**config.mk**
```make
export PLATFORM = sky130hd
export DESIGN_NAME = addsub_seq_nbit_flat
export DESIGN_NICKNAME = d
export VERILOG_FILES = /design/src/rtl/addsub_seq_nbit_if.sv /design/src/rtl/addsub_seq_nbit.sv /design/src/flat_wrapper.sv
export SDC_FILE = /design/constraint.sdc
export NUM_CORES = 1
export LEC_CHECK = 0
export CORE_MARGIN = 2
export CORE_UTILIZATION = 33
export CTS_CLUSTER_DIAMETER = 150
export DETAILED_ROUTE_END_ITERATION = 6
export PLACE_DENSITY = 0.58
export RECOVER_POWER = 50
export SLEW_MARGIN = 20
export SYNTH_ARGS = -nofsm -noshare
export SYNTH_HDL_FRONTEND = slang
export SYNTH_SLANG_ARGS = --single-unit
```
**constraint.sdc**
```tcl
create_clock -name clk -period 3.2 [get_ports clk]
set_input_delay 0.32 -clock clk [delete_from_list [all_inputs] [get_ports clk]]
set_output_delay 0.32 -clock clk [all_outputs]
set_load 0.02 [all_outputs]
```
**src/rtl/addsub_seq_nbit_if.sv**
```systemverilog
// Handshake and data bundle for the multi-cycle add/subtract unit.
// The producer/consumer side uses master, the arithmetic block uses slave.
interface addsub_seq_nbit_if #(
    parameter int WIDTH = 16
);
    logic             in_valid;
    logic             in_ready;
    logic [WIDTH-1:0] A;
    logic [WIDTH-1:0] B;
    logic             sub;
    logic             signed_mode;
    logic             out_valid;
    logic             out_ready;
    logic [WIDTH-1:0] Sum;
    logic             Cout;
    logic             v_flag;
    logic             z_flag;
    logic             n_flag;

    modport master (
        output in_valid, A, B, sub, signed_mode, out_ready,
        input  in_ready, out_valid, Sum, Cout, v_flag, z_flag, n_flag
    );

    modport slave (
        input  in_valid, A, B, sub, signed_mode, out_ready,
        output in_ready, out_valid, Sum, Cout, v_flag, z_flag, n_flag
    );
endinterface

```
**src/rtl/addsub_seq_nbit.sv**
```systemverilog
// Multi-cycle WIDTH-bit add/subtract: CHUNK bits per cycle through a registered
// inter-chunk carry, with carry, overflow, zero and negative flags.
module addsub_seq_nbit #(
    parameter int WIDTH = 16,
    parameter int CHUNK = 4
) (
    input  logic              clk,
    input  logic              rst_n,
    addsub_seq_nbit_if.slave  bus
);
    localparam int NCHUNK = WIDTH / CHUNK;
    localparam int KW     = (NCHUNK > 1) ? $clog2(NCHUNK) : 1;
    localparam logic [KW-1:0] LAST_K = KW'(NCHUNK - 1);

    generate
        if ((WIDTH < 2) || (CHUNK < 1) || ((WIDTH % CHUNK) != 0)) begin : g_bad_params
            $error("addsub_seq_nbit: WIDTH must be >= 2 and a multiple of CHUNK");
        end
    endgenerate

    typedef enum logic [1:0] {
        ST_IDLE = 2'd0,
        ST_RUN  = 2'd1,
        ST_DONE = 2'd2
    } state_t;

    state_t           state_r;
    state_t           state_nxt_s;
    logic             in_ready_r;
    logic             out_valid_r;
    logic             in_ready_nxt_s;
    logic             out_valid_nxt_s;
    logic             accept_s;
    logic [WIDTH-1:0] a_r;
    logic [WIDTH-1:0] b_eff_r;
    logic             sub_r;
    logic             smode_r;
    logic             carry_r;
    logic [KW-1:0]    k_r;
    logic [WIDTH-1:0] sum_r;
    logic             cout_r;
    logic             v_r;
    logic             z_r;
    logic             n_r;
    logic [CHUNK:0]   chunk_sum_s;
    logic [WIDTH-1:0] sum_nxt_s;
    logic             v_nxt_s;

    assign accept_s = bus.in_valid & in_ready_r & (state_r == ST_IDLE);

    // State register
    always_ff @(posedge clk or negedge rst_n) begin
        if (!rst_n) begin
            state_r <= ST_IDLE;
        end else begin
            state_r <= state_nxt_s;
        end
    end

    // Next-state logic
    always_comb begin
        state_nxt_s = state_r;
        case (state_r)
            ST_IDLE: begin
                if (accept_s) state_nxt_s = ST_RUN;
                else          state_nxt_s = ST_IDLE;
            end
            ST_RUN: begin
                if (k_r == LAST_K) state_nxt_s = ST_DONE;
                else               state_nxt_s = ST_RUN;
            end
            ST_DONE: begin
                if (bus.out_ready) state_nxt_s = ST_IDLE;
                else               state_nxt_s = ST_DONE;
            end
            default: state_nxt_s = ST_IDLE;
        endcase
    end

    // Handshake outputs follow the state being entered so they leave flops
    always_comb begin
        in_ready_nxt_s  = 1'b0;
        out_valid_nxt_s = 1'b0;
        case (state_nxt_s)
            ST_IDLE: in_ready_nxt_s  = 1'b1;
            ST_DONE: out_valid_nxt_s = 1'b1;
            default: begin
                in_ready_nxt_s  = 1'b0;
                out_valid_nxt_s = 1'b0;
            end
        endcase
    end

    // Handshake output registers
    always_ff @(posedge clk or negedge rst_n) begin
        if (!rst_n) begin
            in_ready_r  <= 1'b0;
            out_valid_r <= 1'b0;
        end else begin
            in_ready_r  <= in_ready_nxt_s;
            out_valid_r <= out_valid_nxt_s;
        end
    end

    // One chunk of the ripple plus the merged result and overflow it would produce
    always_comb begin
        chunk_sum_s = {1'b0, a_r[k_r*CHUNK +: CHUNK]}
                    + {1'b0, b_eff_r[k_r*CHUNK +: CHUNK]}
                    + {{CHUNK{1'b0}}, carry_r};
        sum_nxt_s = sum_r;
        sum_nxt_s[k_r*CHUNK +: CHUNK] = chunk_sum_s[CHUNK-1:0];
        if (smode_r) begin
            v_nxt_s = (a_r[WIDTH-1] == b_eff_r[WIDTH-1]) & (sum_nxt_s[WIDTH-1] != a_r[WIDTH-1]);
        end else if (sub_r) begin
            v_nxt_s = ~chunk_sum_s[CHUNK];
        end else begin
            v_nxt_s = chunk_sum_s[CHUNK];
        end
    end

    // Operand capture, chunk sequencing and result/flag registers
    always_ff @(posedge clk or negedge rst_n) begin
        if (!rst_n) begin
            a_r     <= {WIDTH{1'b0}};
            b_eff_r <= {WIDTH{1'b0}};
            sub_r   <= 1'b0;
            smode_r <= 1'b0;
            carry_r <= 1'b0;
            k_r     <= {KW{1'b0}};
            sum_r   <= {WIDTH{1'b0}};
            cout_r  <= 1'b0;
            v_r     <= 1'b0;
            z_r     <= 1'b0;
            n_r     <= 1'b0;
        end else begin
            case (state_r)
                ST_IDLE: begin
                    if (accept_s) begin
                        a_r     <= bus.A;
                        b_eff_r <= bus.B ^ {WIDTH{bus.sub}};
                        sub_r   <= bus.sub;
                        smode_r <= bus.signed_mode;
                        carry_r <= bus.sub;
                        k_r     <= {KW{1'b0}};
                    end
                end
                ST_RUN: begin
                    sum_r   <= sum_nxt_s;
                    carry_r <= chunk_sum_s[CHUNK];
                    k_r     <= k_r + KW'(1);
                    if (k_r == LAST_K) begin
                        cout_r <= chunk_sum_s[CHUNK];
                        v_r    <= v_nxt_s;
                        z_r    <= (sum_nxt_s == {WIDTH{1'b0}});
                        n_r    <= sum_nxt_s[WIDTH-1];
                    end
                end
                default: begin
                end
            endcase
        end
    end

    assign bus.in_ready  = in_ready_r;
    assign bus.out_valid = out_valid_r;
    assign bus.Sum       = sum_r;
    assign bus.Cout      = cout_r;
    assign bus.v_flag    = v_r;
    assign bus.z_flag    = z_r;
    assign bus.n_flag    = n_r;
endmodule

```
**src/flat_wrapper.sv**
```systemverilog
// flat-port wrapper written by rule: the top's interface ports become plain ports
module addsub_seq_nbit_flat 
#(
    parameter int WIDTH = 16,
    parameter int CHUNK = 4
)
  (clk, rst_n, bus_in_valid, bus_A, bus_B, bus_sub, bus_signed_mode, bus_out_ready, bus_in_ready, bus_out_valid, bus_Sum, bus_Cout, bus_v_flag, bus_z_flag, bus_n_flag);
  addsub_seq_nbit_if #(.WIDTH(WIDTH)) bus_i ();
  input  logic clk;
  input  logic rst_n;
  input wire logic [$bits(bus_i.in_valid)-1:0] bus_in_valid;
  input wire logic [$bits(bus_i.A)-1:0] bus_A;
  input wire logic [$bits(bus_i.B)-1:0] bus_B;
  input wire logic [$bits(bus_i.sub)-1:0] bus_sub;
  input wire logic [$bits(bus_i.signed_mode)-1:0] bus_signed_mode;
  input wire logic [$bits(bus_i.out_ready)-1:0] bus_out_ready;
  output wire logic [$bits(bus_i.in_ready)-1:0] bus_in_ready;
  output wire logic [$bits(bus_i.out_valid)-1:0] bus_out_valid;
  output wire logic [$bits(bus_i.Sum)-1:0] bus_Sum;
  output wire logic [$bits(bus_i.Cout)-1:0] bus_Cout;
  output wire logic [$bits(bus_i.v_flag)-1:0] bus_v_flag;
  output wire logic [$bits(bus_i.z_flag)-1:0] bus_z_flag;
  output wire logic [$bits(bus_i.n_flag)-1:0] bus_n_flag;
  assign bus_i.in_valid = bus_in_valid;
  assign bus_i.A = bus_A;
  assign bus_i.B = bus_B;
  assign bus_i.sub = bus_sub;
  assign bus_i.signed_mode = bus_signed_mode;
  assign bus_i.out_ready = bus_out_ready;
  assign bus_in_ready = bus_i.in_ready;
  assign bus_out_valid = bus_i.out_valid;
  assign bus_Sum = bus_i.Sum;
  assign bus_Cout = bus_i.Cout;
  assign bus_v_flag = bus_i.v_flag;
  assign bus_z_flag = bus_i.z_flag;
  assign bus_n_flag = bus_i.n_flag;
  addsub_seq_nbit #(.WIDTH(WIDTH), .CHUNK(CHUNK)) u_core (.clk(clk), .rst_n(rst_n), .bus(bus_i));
endmodule
```
# --- Word level (Yosys, flattened, before mapping) ---
# Cells that the tools add are included.
op_classes:
  n_addsub: 4
  n_shift: 4
  n_bitwise: 5
  reduce_logical: 7
  mux: 13
  eq_ne: 7
ops:
  columns: ["cell", "n"]
  rows:
  - ["$neg 4->34", 1]
  - ["$shift 4x34->16 const A", 1]
  - ["$shiftx 4x34->16", 1]
  - ["$shiftx 16x5->4", 2]
  - ["$bwmux 16", 1]
  - ["$logic_not 16->1", 1]
  - ["$xor 16x16->16", 1]
  - ["$eq 2x2->1 const B", 3]
  - ["$mux 1", 6]
  - ["$mux 2", 3]
  - ["$pmux 2 s3", 1]
  - ["$reduce_and 2->1", 3]
  - ["$add 4x4->5", 1]
  - ["$add 5x1->5", 1]
  - ["$logic_not 2->1", 2]
  - ["$pmux 2 s2", 1]
  - ["$and 1x1->1", 3]
  - ["$add 2x1->2 const B", 1]
  - ["$eq 2x1->1 const B", 1]
  - ["$ne 2x1->1 const B", 1]
  - ["$pmux 1 s2", 1]
  - ["$reduce_bool 2->1", 1]
  - ["$eq 1x1->1", 1]
  - ["$ne 1x1->1", 1]
  - ["$not 1->1", 1]
totals:
  regBits: 61
  output_inout_bits: 22
  input_bits: 38

# --- Longest topological paths before layout ---
# Gate-level depths: netlist (run 1).
depth:
  ltp_word: 8
  mapped_depth: 10
  ltp_nobuf: 9

# --- Worst setup path before layout (run 1) ---
# Ideal clock, no wire load.
synth_path:
  path_type: "register to register"
  start: "reg u_core.k_r[0]"
  end: "reg u_core.v_r, in the netlist u_core.bus.v_flag"
  t_arrival_ns: 2.821
  setup_ns: 0.065
  path_slack_ns: 0.314
  required_time_ns: 3.135
  synth_period_minus_slack_ns: 2.886
  stages_incl_launch_ff: 11
  path_cell_list: "dfrtp_1 buf_2 mux4_2 fa_1 inv_1 fa_1 inv_1 a21o_1 mux2_2 nor4b_1 a211o_1"
synth_between:
  elab_chain_cells: 8
synth_rtl:
  columns: ["element", "line_no", "text"]
  rows:
  - ["start: declaration", "addsub_seq_nbit.sv:39", "logic [KW-1:0] k_r;"]
  - ["start signal: assignment", "addsub_seq_nbit.sv:129", "k_r <= {KW{1'b0}};"]
  - ["start signal: assignment", "addsub_seq_nbit.sv:144", "k_r <= {KW{1'b0}};"]
  - ["start signal: assignment", "addsub_seq_nbit.sv:150", "k_r <= k_r + KW'(1);"]
  - ["$shiftx 16x5->4 (on tied branches)", "addsub_seq_nbit.sv:107, addsub_seq_nbit.sv:108", null]
  - ["$add 4x4->5", "addsub_seq_nbit.sv:108", "+ {1'b0, b_eff_r[k_r*CHUNK +: CHUNK]}"]
  - ["$add 5x1->5", "addsub_seq_nbit.sv:109", "+ {{CHUNK{1'b0}}, carry_r};"]
  - ["$shiftx 4x34->16", "addsub_seq_nbit.sv:111", "sum_nxt_s[k_r*CHUNK +: CHUNK] = chunk_sum_s[CHUNK-1:0];"]
  - ["$bwmux 16", "addsub_seq_nbit.sv:111", null]
  - ["$ne 1x1->1", "addsub_seq_nbit.sv:113", "v_nxt_s = (a_r[WIDTH-1] == b_eff_r[WIDTH-1]) & (sum_nxt_s[WIDTH-1] != a_r[WIDTH-1]);"]
  - ["$and 1x1->1", "addsub_seq_nbit.sv:113", null]
  - ["$mux 1", "addsub_seq_nbit.sv:112", "if (smode_r) begin"]
  - ["end signal: assignment", "addsub_seq_nbit.sv:153", "v_r <= v_nxt_s;"]
  - ["end: declaration", "addsub_seq_nbit.sv:42", "logic v_r;"]
# Several ways; a longest one is shown, not always the timed one.
# A chain may end at the register's enable or synchronous reset.

# --- Worst setup path in the final report (run 1) ---
# Ends and elaborated chain as after synthesis.

==> results.yml, run 1 <==
run_status:
  status: "finished with violations"
  violations: "max-capacitance violations, max-slew violations"
critical_path:
  worstPathArrival_ps: 3030
  slowest_delay_ps: 560
  r2r-start: "u_core.k_r[0]"
  cp_cell_sequence: "mux4_2, fa_1, inv_1, fa_1, inv_1, a21o_1, mux2_2, nor4b_1, a211o_1"
  slowest_stage: "mux4_2"
  critPathRequiredTime_ps: 3480
  crit_fanout: 5
  crit_path_start_kind: "flop"
  r2r_slack_ps: 440
  r2r-end: "u_core.bus.v_flag"
  worstSetupEndpointType: "flop"
  crit_type: "flop to flop"
  rr_worst_depth: 9
grt:
  grt_pass1_wl_um: 11150
  grt_overflow: 0
  grt_usage: 0.1441
  grt_max_degree: 51
  antenna_found_initial: 0
  first_global_vias: 2240
cells_and_area:
  final_nets: 365
  mostFrequentLayoutCell: "dfrtp_1"
  syn_to_final_growth_pct: 29.35
  diodes: 0
  mostFrequentLayoutCells: "61 x dfrtp_1, 56 x clkdlybuf4s50_1, 21 x nor2_1"
  drive_gt1_frac: 0.1589
  num-fill-cells: 846
hold_path:
  hold_end: "u_core.a_r[9]"
  hold_class: "flop to flop"
  hp-start: "u_core.a_r[9]"
  holdPathStages: 1
logic_synthesis:
  ys_types: 41
  synth_flop_cell: "dfrtp_1"
  syn_nets: 300
  avgSynthCellArea_um2: 11.94
  synth_seq_cells: 61
  yosysSeqAreaShare: 0.5094
  netlist_area_um2: 2997
  ys_warn_count: 0
  synth-edff-count: 0
  synthCells: 251
  async_flop_share: 1.000
sta:
  rsz0062_at_grt: "false"
  slew_viol_final: 49
  setup_viol: 0
  fmax_mhz: 362.8
  tightestPinTransition_ps: 2583
  fin_ws_ps: 443.8
  hold_violations: 0
  period_share: 0.8613
  fin_tns_setup_ps: 0
  fin_crit_ps: 2756
  slew_headroom: -0.7221
  fin_skew_ps: 9.329
power:
  p_clk_frac: 0.143
  powerDensity_nw_per_um2: 1106
  switchingPower_uw: 1730
  irDropWorstVdd_v: 0.0004737
  p_int_uw: 2555
  p_sw_frac: 0.4038
  power.share.sequential: 0.320
  power_frac_comb: 0.538
  finalPower_uw: 4285
  total_leakage_power_uw: 0.001621
clock_network:
  cts_root_buffer: "clkbuf_8"
  cts_buffer_depth: 2
  clk_latency_ps: 340
  post_cts_buffers: 0
  clk_pin_slew_worst_paths_ps: 60
  cts_max_level: 3
  cts_inserted_buffers: 9
  clock_sinks: 61
  post_cts_resized: 0
  hold_buffers: 0
  cts_tree: "yes"
floorplan:
  die_x_um: 99.29
  io_pins: 60
  rows: 34
  initial_core_util: 0.3419
  dieHeight_um: 99.29
  core_area_um2: 8763
  dieArea_um2: 9859
placement:
  hpwl_um: 4904
  io_buffers: 59
  gp_congestion: 0.7717
  place_ws_ps: 430.3
routing:
  routed_via_density: 4.979
  vias: 2136
  drc: 0
  first_iter_violations: 76
  ant_nets: 0
  drt-wirelength-per-cell_um: 15.34
  drt_wl_total_um: 6580
  drt_pre_antenna_iters: 4
job:
  cap_violations: 1
worst max-delay path by stage:
stage,from,to,slack (ps),cells after the start
detailed placement,u_core.k_r[0],u_core.bus.v_flag,430,9
global route,u_core.k_r[0],u_core.bus.v_flag,260,9
floorplan,u_core.k_r[0],u_core.bus.v_flag,310,10
global placement,u_core.k_r[0],u_core.bus.v_flag,500,9
finish,u_core.k_r[0],u_core.bus.v_flag,440,9
CTS,u_core.k_r[0],u_core.bus.v_flag,410,9
area by class of cell:
type | instances | area [um^2] | area share
clock inverters | 4 | 22.52 | 0.005810
inverters | 9 | 33.78 | 0.008715
multi-input cells | 170 | 1379 | 0.3557
repair buffers | 65 | 624.3 | 0.1611
flip-flops and latches | 61 | 1526 | 0.3938
well taps | 108 | 135.1 | 0.03486
clock buffers | 12 | 155.1 | 0.04003
cell usage after synthesis (2+ instances only):
master     n  share of area
nor3_1     4         0.0067
a21oi_1   19          0.032
o21ai_0    5         0.0083
nand2_1   17          0.021
mux4_2     8          0.060
buf_2      6          0.010
mux2_2    19          0.071
fa_1       2          0.013
clkbuf_1   5         0.0063
o31ai_1    2         0.0050
nor2_1    21          0.026
and2_1     3         0.0063
nor4_1     4         0.0083
o22ai_1    2         0.0042
and4bb_2   2         0.0083
dfrtp_1   61           0.51
ha_1       9          0.038
xnor2_1   17          0.050
inv_1      9          0.011
a22o_1    11          0.032
a32o_1     5          0.017
state kept, by name, indices dropped and copies added (netlist names):
signal / count
u_core.bus.in_ready: 1
u_core.carry_r: 1
u_core.bus.z_flag: 1
u_core.a_r: 16
u_core.sub_r: 1
u_core.bus.n_flag: 1
u_core.k_r: 2
u_core.state_r: 2
u_core.bus.Sum: 16
u_core.bus.v_flag: 1
u_core.b_eff_r: 16
u_core.smode_r: 1
u_core.bus.out_valid: 1
u_core.bus.Cout: 1
per-stage QoR:
stage          instance area [um^2]  std cells    util  hold slack [ps]
3_3_place_gp                   3720        413  0.4245            488.7
5_1_grt                        3876        429  0.4423            524.1
3_5_place_dp                   3720        413  0.4245            490.1
6_report                       3876        429  0.4423            504.5
2_1_floorplan                  2997        251       -            24.41
4_1_cts                        3897        429  0.4447            209.9
kinds of logic (layout without fill, tap and decap cells):
logic type | Yosys count | in the layout | share of synthesized area
xor+xnor | 17 | 17 | 0.04969
buf+inv | 20 | 90 | 0.02756
simple gates | 62 | 62 | 0.1069
mux | 27 | 27 | 0.1315
flops | 61 | 61 | 0.5094
fa+ha+maj | 11 | 11 | 0.05094
compound gates | 53 | 53 | 0.1240
per-layer routing:
layer	part of all wire	GRT usage	wire (um)	vias up
li1	-	-	-	1037
met1	0.46	0.1785	3010	1019
met2	0.47	0.2396	3103	68
met3	0.054	0.04076	355	12
met4	0.017	0.05479	110	0
met5	0	0	0	-
power groups by stage:
stage | Clock (uW) | Sequential [uW] | Combinational [uW]
3_5_place_dp | 0 | 1400 | 2330
3_3_place_gp | 0 | 1390 | 2270
4_1_cts | 633 | 1380 | 2340
2_1_floorplan | 0 | 1430 | 1530
6_report | 612 | 1370 | 2300
5_1_grt | 660 | 1430 | 2540
worst max-delay path: cells and delay by family, from the launching register on:
kind	cells	cell delay (ps)
buffers and inverters	2	130
DFF	1	460
adders and majority gates	2	620
and+or+nand+nor	1	310
muxes	2	860
AOI/OAI and AO/OA	2	310
(Power assumes the default switching activity.)
==> run 2, diff against run 1 <==
--- a/config.mk
+++ b/config.mk
@@ -6,10 +6,10 @@
 export NUM_CORES = 1
 export LEC_CHECK = 0
 export CORE_MARGIN = 2
-export CORE_UTILIZATION = 33
+export CORE_UTILIZATION = 50
 export CTS_CLUSTER_DIAMETER = 150
 export DETAILED_ROUTE_END_ITERATION = 6
-export PLACE_DENSITY = 0.58
+export PLACE_DENSITY = 0.81
 export RECOVER_POWER = 50
 export SLEW_MARGIN = 20
 export SYNTH_ARGS = -nofsm -noshare
==> run 2 against run 1 <==
The flow still finishes with violations (max-capacitance violations, max-slew violations). Global-route usage increased by 7.7 points. Setup slack lost 140 ps. Non-clock buffer count stayed put. Total power grew 2.2%. Critical endpoint unchanged. Largest power group unchanged.
==> results.yml, run 2 (same netlist as run 1, synthesis figures left out) <==
run_status:
  status: "finished with violations"
  violations: "max-capacitance violations, max-slew violations"
power:
  p_sw_frac: 0.4023
  switchingPower_uw: 1761
  powerDensity_nw_per_um2: 1136
  p_clk_frac: 0.154
  p_int_uw: 2617
  power_frac_comb: 0.529
  power.share.sequential: 0.317
  total_leakage_power_uw: 0.001623
  irDropWorstVdd_v: 0.0005359
sta:
  fin_skew_ps: 7.775
  hold_violations: 0
  setup_viol: 0
  tightestPinTransition_ps: 1912
  slew_viol_final: 38
  fin_ws_ps: 305.0
  fin_tns_setup_ps: 0
  period_share: 0.9047
  fmax_mhz: 345.4
  slew_headroom: -0.2744
  fin_crit_ps: 2895
  rsz0062_at_grt: "false"
clock_network:
  cts_root_buffer: "clkbuf_8"
  clock_sinks: 61
  cts_inserted_buffers: 9
  post_cts_buffers: 0
  clk_latency_ps: 340
  clk_pin_slew_worst_paths_ps: 60
  cts_max_level: 3
  hold_buffers: 0
  post_cts_resized: 0
  cts_buffer_depth: 2
  cts_tree: "yes"
floorplan:
  dieHeight_um: 81.42
  initial_core_util: 0.5122
  core_area_um2: 5851
  rows: 28
  die_x_um: 81.42
  io_pins: 60
  dieArea_um2: 6628
routing:
  drt_wl_total_um: 6596
  ant_nets: 0
  drt-wirelength-per-cell_um: 16.66
  routed_via_density: 5.604
  vias: 2219
  first_iter_violations: 123
  drc: 0
  drt_pre_antenna_iters: 4
grt:
  grt_pass1_wl_um: 10830
  grt_usage: 0.2209
  grt_max_degree: 38
  grt_overflow: 0
  first_global_vias: 2265
  antenna_found_initial: 0
cells_and_area:
  mostFrequentLayoutCells: "61 x dfrtp_1, 57 x clkdlybuf4s50_1, 21 x nor2_1"
  syn_to_final_growth_pct: 28.60
  final_nets: 365
  fin_util: 0.6587
  drive_gt1_frac: 0.1589
  fin_cells: 396
  diodes: 0
  num-fill-cells: 449
  mostFrequentLayoutCell: "dfrtp_1"
critical_path:
  crit_fanout: 6
  critPathRequiredTime_ps: 3480
  slowest_stage: "mux4_2"
  crit_path_start_kind: "flop"
  cp_cell_sequence: "mux4_2, fa_1, inv_1, fa_1, inv_1, a21o_1, mux2_2, nor4b_1, a211o_1"
  slowest_delay_ps: 570
  worstPathArrival_ps: 3170
  worstSetupEndpointType: "flop"
  crit_type: "flop to flop"
placement:
  io_buffers: 59
  gp_congestion: 0.8096
  place_ws_ps: 339.9
  place_inst: 380
  hpwl_um: 4676
hold_path:
  hold_class: "flop to flop"
job:
  cap_violations: 1
## run 2: changes by cell type in the layout (fill, tap and decap cells not counted)
cell             before  now
and2b_1               1    0
and2b_2               0    1
buf_4                 4    5
bufinv_16             0    1
clkbuf_1              2    3
clkbuf_2              2    1
clkbuf_8             11   10
clkdlybuf4s50_1      56   57
clkinv_2              3    2
dlygate4sd3_1         2    1
## run 2: final timing paths
kind	startpoint	endpoint	slack, ps	cells after the start
worst max-delay path	u_core.k_r[0]	u_core.bus.v_flag	310	9
worst min-delay path	u_core.bus.Cout	u_core.bus.Cout	480	2
worst max register to register	u_core.k_r[0]	u_core.bus.v_flag	310	9
worst min register to register	u_core.bus.Cout	u_core.bus.Cout	480	2
max in group asynchronous	rst_n	u_core.bus.v_flag	1220	2
min in group asynchronous	rst_n	u_core.bus.Sum[11]	510	1
## run 2: through the flow
| stage | total power (uW) | hold WS (ps) | cell area [um^2] |
|---|---|---|---|
| final | 4378 | 480.7 | 3854 |
| after global routing | 4683 | 516.4 | 3854 |
| after CTS | 4394 | 95.62 | 3871 |
| after detailed placement | 3675 | 453.7 | 3679 |
| after global placement | 3581 | 452.8 | 3679 |
| after floorplan | 2959 | 24.41 | 2997 |
## run 2: routing by layer
metal | vias to the layer above | routed length, um | track usage
met3 | 11 | 305 | 0.05275
met2 | 68 | 3382 | 0.3861
li1 | 1047 | - | -
met5 | - | 0 | 0
met1 | 1093 | 2806 | 0.2652
met4 | 0 | 101 | 0.08136
## run 2: critical path: cells and delay by family, from the launching register on
kind                       cells  cell delay [ps]
muxes                          2              880
adders and majority gates      2              660
DFF                            1              530
and+or+nand+nor                1              330
AOI/OAI and AO/OA              2              310
buffers and inverters          2              140
## run 2: layout make-up
class	count	area, um^2	share of cell area
Inverter	9	33.78	0.008766
Clock buffer	12	145.1	0.03766
Multi-Input combinational cell	170	1380	0.3581
Tap cell	75	93.84	0.02435
Timing Repair Buffer	65	626.9	0.1627
Clock inverter	4	47.55	0.01234
Sequential cell	61	1526	0.3961
## run 2: power by group through the flow
stage | Combinational (uW) | Clock [uW] | Sequential (uW)
after floorplan | 1530 | 0 | 1430
after global placement | 2190 | 0 | 1390
after detailed placement | 2270 | 0 | 1400
after CTS | 2310 | 687 | 1390
after global routing | 2530 | 725 | 1430
final | 2320 | 673 | 1390
